===== config.mk =====
export PLATFORM = sky130hd
export DESIGN_NAME = shift_pipe
export DESIGN_NICKNAME = d
export VERILOG_FILES = /design/src/rtl/shift_pkg.sv /design/src/rtl/shift_stage.sv /design/src/rtl/shift_pipe.sv
export SDC_FILE = /design/constraint.sdc
export NUM_CORES = 1
export LEC_CHECK = 0
export CAP_MARGIN = 20
export CORE_ASPECT_RATIO = 1.4
export CORE_MARGIN = 5
export CORE_UTILIZATION = 45
export DETAILED_ROUTE_END_ITERATION = 8
export HOLD_SLACK_MARGIN = 0.1
export PLACE_DENSITY_LB_ADDON = 0.2
export SLEW_MARGIN = 15
export SYNTH_ARGS = -nofsm -noshare
export SYNTH_HDL_FRONTEND = slang
export SYNTH_SLANG_ARGS = --single-unit

===== constraint.sdc =====
create_clock -name clk -period 1.3 [get_ports clk]
set_input_delay 0.13 -clock clk [delete_from_list [all_inputs] [get_ports clk]]
set_output_delay 0.13 -clock clk [all_outputs]
set_load 0.05 [all_outputs]

===== src/rtl/shift_pkg.sv =====
// Shared definitions for the pipelined barrel shifter.
package shift_pkg;

    typedef enum logic [1:0] {
        SHIFT_SLL = 2'b00,
        SHIFT_SRL = 2'b01,
        SHIFT_SRA = 2'b10,
        SHIFT_ROR = 2'b11
    } shift_op_e;

endpackage


===== src/rtl/shift_stage.sv =====
// One shifter layer: conditional shift by DIST selected by one amount bit,
// followed by a payload register that holds while the pipe is stalled.
module shift_stage
    import shift_pkg::*;
#(
    parameter int unsigned WIDTH = 8,
    parameter int unsigned DIST  = 1,
    parameter int unsigned SW    = $clog2(WIDTH)
) (
    input  logic             clk,
    input  logic             rst,
    input  logic             stall,
    input  logic             in_valid,
    input  logic [WIDTH-1:0] in_data,
    input  logic [SW-1:0]    in_amt,
    input  shift_op_e        in_op,
    input  logic             in_carry,
    output logic             out_valid,
    output logic [WIDTH-1:0] out_data,
    output logic [SW-1:0]    out_amt,
    output shift_op_e        out_op,
    output logic             out_carry,
    output logic [WIDTH-1:0] nxt_data
);

    localparam int unsigned BIT = $clog2(DIST);

    typedef struct packed {
        logic [WIDTH-1:0] data;
        logic [SW-1:0]    amt;
        shift_op_e        op;
        logic             carry;
    } payload_t;

    payload_t         pay_d, pay_q;
    logic             valid_d, valid_q;
    logic [WIDTH-1:0] shifted;
    logic             shift_carry;

    always_comb begin
        shifted     = in_data;
        shift_carry = in_carry;
        if (in_amt[BIT]) begin
            case (in_op)
                SHIFT_SLL: begin
                    shifted     = in_data << DIST;
                    shift_carry = in_data[WIDTH-DIST];
                end
                SHIFT_SRL: begin
                    shifted     = in_data >> DIST;
                    shift_carry = in_data[DIST-1];
                end
                SHIFT_SRA: begin
                    shifted     = $signed(in_data) >>> DIST;
                    shift_carry = in_data[DIST-1];
                end
                default: begin
                    shifted     = {in_data[DIST-1:0], in_data[WIDTH-1:DIST]};
                    shift_carry = in_data[DIST-1];
                end
            endcase
        end
    end

    // Bubbles advance exactly like full beats; only the global stall holds.
    always_comb begin
        pay_d   = pay_q;
        valid_d = valid_q;
        if (!stall) begin
            pay_d.data  = shifted;
            pay_d.amt   = in_amt;
            pay_d.op    = in_op;
            pay_d.carry = shift_carry;
            valid_d     = in_valid;
        end
    end

    always_ff @(posedge clk) begin
        if (rst) begin
            pay_q   <= '0;
            valid_q <= 1'b0;
        end else begin
            pay_q   <= pay_d;
            valid_q <= valid_d;
        end
    end

    assign out_valid = valid_q;
    assign out_data  = pay_q.data;
    assign out_amt   = pay_q.amt;
    assign out_op    = pay_q.op;
    assign out_carry = pay_q.carry;
    assign nxt_data  = shifted;

endmodule


===== src/rtl/shift_pipe.sv =====
// Pipelined barrel shifter (SLL/SRL/SRA/ROR), one register per shift layer,
// valid/ready handshake with a single global stall.
module shift_pipe
    import shift_pkg::*;
#(
    parameter int unsigned WIDTH = 8,
    parameter int unsigned SW    = $clog2(WIDTH)
) (
    input  logic             clk,
    input  logic             rst,
    input  logic             in_valid,
    output logic             in_ready,
    input  logic [WIDTH-1:0] in_data,
    input  logic [SW-1:0]    in_amt,
    input  logic [1:0]       in_op,
    output logic             out_valid,
    input  logic             out_ready,
    output logic [WIDTH-1:0] out_data,
    output logic             out_carry,
    output logic             out_zero
);

    logic                     stall;
    logic [SW:0]              valid_s;
    logic [SW:0][WIDTH-1:0]   data_s;
    logic [SW:0][SW-1:0]      amt_s;
    shift_op_e [SW:0]         op_s;
    logic [SW:0]              carry_s;
    logic [SW-1:0][WIDTH-1:0] nxt_s;
    logic                     zero_d, zero_q;
    logic                     unused_bits;

    assign stall    = valid_s[SW] & ~out_ready;
    assign in_ready = ~stall;

    assign valid_s[0] = in_valid;
    assign data_s[0]  = in_data;
    assign amt_s[0]   = in_amt;
    assign op_s[0]    = shift_op_e'(in_op);
    assign carry_s[0] = 1'b0;

    for (genvar k = 0; k < SW; k++) begin : g_stage
        shift_stage #(
            .WIDTH (WIDTH),
            .DIST  (2 ** k),
            .SW    (SW)
        ) u_stage (
            .clk       (clk),
            .rst       (rst),
            .stall     (stall),
            .in_valid  (valid_s[k]),
            .in_data   (data_s[k]),
            .in_amt    (amt_s[k]),
            .in_op     (op_s[k]),
            .in_carry  (carry_s[k]),
            .out_valid (valid_s[k+1]),
            .out_data  (data_s[k+1]),
            .out_amt   (amt_s[k+1]),
            .out_op    (op_s[k+1]),
            .out_carry (carry_s[k+1]),
            .nxt_data  (nxt_s[k])
        );
    end

    // Zero flag is taken from the last layer's pre-register result so it
    // lands in the same cycle as out_data.
    always_comb begin
        zero_d = zero_q;
        if (!stall) begin
            zero_d = (nxt_s[SW-1] == '0);
        end
    end

    always_ff @(posedge clk) begin
        if (rst) begin
            zero_q <= 1'b0;
        end else begin
            zero_q <= zero_d;
        end
    end

    assign unused_bits = ^{amt_s[SW], op_s[SW], nxt_s[SW-2:0]};

    assign out_valid = valid_s[SW];
    assign out_data  = data_s[SW];
    assign out_carry = carry_s[SW];
    assign out_zero  = zero_q;

endmodule


==> impl_results.md <==
* Hold Violations, Final at 0
* DRC viols at 0
* Ant. Diodes at 0
* Post-synthesis sequential area ratio at 0.3880
* Clk pin slew, worst setup/hold paths at 0.07 ns
* Met2 Track Usage GR at 0.3321
* Slew headroom at 0.8203
* GR Util met3 at 0.03594
* Clk_lat worst skew at 0.29 ns
* Die Height at 88.10 um
* Max Fclk at 756.7 MHz
* Final instance area at 2705 um2
* Gpl congestion at 0.9757
* Final non-filler cell total at 362
* Layout cells sized above 1 at 0.2384
* Num CTS Buffers at 5
* Worst Path Required at 1.48 ns
* TritonCTS clock tree: done
* RSZ-0062 raised after global routing: yes
* Synth Register Bits at 38
* Status: finished, violations left
* Core Area at 4239 um2
* # setup viols final at 2
* Largest area contributor in the netlist: dfxtp_1
* Startpoint types: register
* Yosys cell types at 37
* DR vias at 1,933
* Compound-cell area share of the yosys netlist at 0.2616
* Commonest non-fill, non-tap cells in the layout: nor2_1, nand2_1, dfxtp_1
* Area grow syn2layout at 37.97%
* Clock Path Buffers at 2
* WL final at 4.655 mm
* Worst Setup End Kind: register
* Synthesized area at 1961 um2
* Max FO, Critical Path at 6
* Crit Path Class: register to register
* First drt pass iteration count at 4
* Ys flop type: dfxtp_1
* Vias in the first global route at 1,857
* Reg2reg end: g_stage[2].u_stage.out_data[6]
* Reg2Reg Depth at 6
* Pwr per Cell Area at 1034 nW/um2
* GR Util met1 at 0.1884
* Area share of the largest cell type after synthesis at 0.3880
* Synth Instances at 266
* Crit share post-route at 1.017
* Worst r2r src: g_stage[1].u_stage.out_op[0]
* Final min period at 1.322 ns
* Setup ws final at -0.02153 ns
* Placed instance area at 2486 um2
* Slew @ Worst Pin at 0.2692 ns
* XOR/XNOR Fraction of Synth Area at 0.004467
* Most common cell after layout, fill and taps aside: nor2_1
* Number of synthesized flops with an enable pin at 0
* Clock skew at 0.006259 ns
* Final ANT Viol Nets at 0
* Slew Viols, Final at 0
* CTS hold repair buffers at 0
* VDD IR max at 0.5394 mV
* Die Width at 65.79 um
* Critical Path End: g_stage[2].u_stage.out_data[6]
* Async S/R FF share, synth at 0
* Top Ports at 29
* Clock sinks at 38
* Clock tree root buffer cell: clkbuf_8
* Grt peak-use layer: met2
* Starting Density at 0.4625
* Max H-tree Level at 2
* First-pass GRT wire length at 8.245 mm
* Largest net degree at the start of global routing at 25
* Dpl cells at 351
* Main combinational cell family by area after synthesis: compound AO/OA/AOI/OAI gates
* Wire per inst at 12.86 um
* Initial DRC count at 63
* Yosys warns at 0
* Total GRT Usage at 0.1820
* Final Net Count at 318
* Syn_nets at 283
* Mapped Avg Cell Area at 7.371 um2
* Synth area leaders: dfxtp_1, nor2_1, a21oi_1, nand2_1, a311oi_1
* Post-Synth Adder-Cell Area at 0
* Leakage power at 1.041 nW
* Site row count at 28
* Total grt overflow at 0
* Post-DP HPWL at 3.491 mm
* FF-to-FF setup slack at -0.02 ns
* Worst path arrival time at 1.50 ns
* Post-Synth Simple-Gate Area at 0.2374
* Die area at 5796 um2
* Vias per cell at 5.340
* Initial antenna violation count at 0
* Post-synthesis mux area share at 0.01021
* Hold Path Class: input pin to register
* Min-Delay Startpoint: in_amt[2]
* Violated checks: setup timing
* PortBufs at 28
* Max cap viols at 0
* CP startpoint: g_stage[1].u_stage.out_op[0]
* Hold_ws at 0.3915 ns
==> synthesized netlist by cell type (all sizes together), types with 2 or more instances <==
master / instances
a211oi: 3
a21oi: 31
a311oi: 14
a31oi: 2
and3b: 2
buf: 22
clkbuf: 9
dfxtp: 38
inv: 7
mux2i: 2
nand2: 40
nand3: 2
nand3b: 2
nand4: 3
nor2: 44
nor2b: 5
nor3: 6
o211ai: 2
o21ai: 19
o221ai: 3
==> report_power, final <==
group,internal [W],switching [W]
Sequential,0.00124,0.0000899
Combinational,0.000327,0.000319
Clock,0.000428,0.000394
==> through the flow <==
stage	utilization	TNS (ns)	setup slack, ns	total power [W]
detailed placement	0.5865	-1.752	-0.1676	0.001962
global route	0.6381	-0.2208	-0.08482	0.002958
CTS	0.6287	-0.02852	-0.02852	0.002811
floorplan	-	-0.05253	-0.01395	0.001705
finish	0.6381	-0.02755	-0.02153	0.002797
global placement	0.5865	-1.142	-0.09465	0.001948
==> kinds of logic (layout without fill, tap and decap cells) <==
kind of cell,Yosys count,after routing
buf+inv,38,74
flops,38,38
simple gates,107,107
xor+xnor,1,1
compound gates,80,80
mux,2,2
==> sequential cells by signal, summed over array words and instances, names as in the netlist <==
register                   count
g_stage.u_stage.out_amt        3
g_stage.u_stage.out_carry      3
g_stage.u_stage.out_data      24
g_stage.u_stage.out_op         4
g_stage.u_stage.out_valid      3
out_zero                       1
==> timing repair <==
item / 4_1_cts / 5_1_grt
gates resized for setup: 18 / 6
setup buffers: 1 / 2
pin swaps: 7 / 6
setup endpoints to repair: 6 / 10
==> worst min path at each step <==
stage / depth (start not counted) / slack (ns) / to
finish: 3 / 0.39 / g_stage[0].u_stage.out_amt[2]
global route: 3 / 0.42 / g_stage[0].u_stage.out_amt[2]
CTS: 3 / 0.39 / g_stage[0].u_stage.out_amt[2]
detailed placement: 2 / 0.45 / g_stage[0].u_stage.out_amt[2]
global placement: 2 / 0.44 / g_stage[0].u_stage.out_amt[2]
floorplan: 2 / 0.27 / g_stage[0].u_stage.out_amt[1]
==> layer usage <==
metal	wire length [um]	up-vias
met5	0	-
met4	142	0
met3	192	12
met2	2518	46
met1	1802	890
li1	-	985
==> cell type report <==
class | instances | area (um2)
Tap cell | 60 | 75.07
Clock inverter | 1 | 5.005
Timing Repair Buffer | 59 | 648.1
Sequential cell | 38 | 777.0
Fill cell | 359 | 1534
Clock buffer | 7 | 86.33
Multi-Input combinational cell | 190 | 1087
Inverter | 7 | 26.28
==> critical path, cell delays in order (launching register included) <==
cell and delay [ns]:
dfxtp_4 0.40, and4b_2 0.24, a311oi_2 0.22, buf_4 0.16, nor2_2 0.03, a21oi_1 0.11, nor2_1 0.04
No activity file was read; power rests on OpenSTA's default activity.
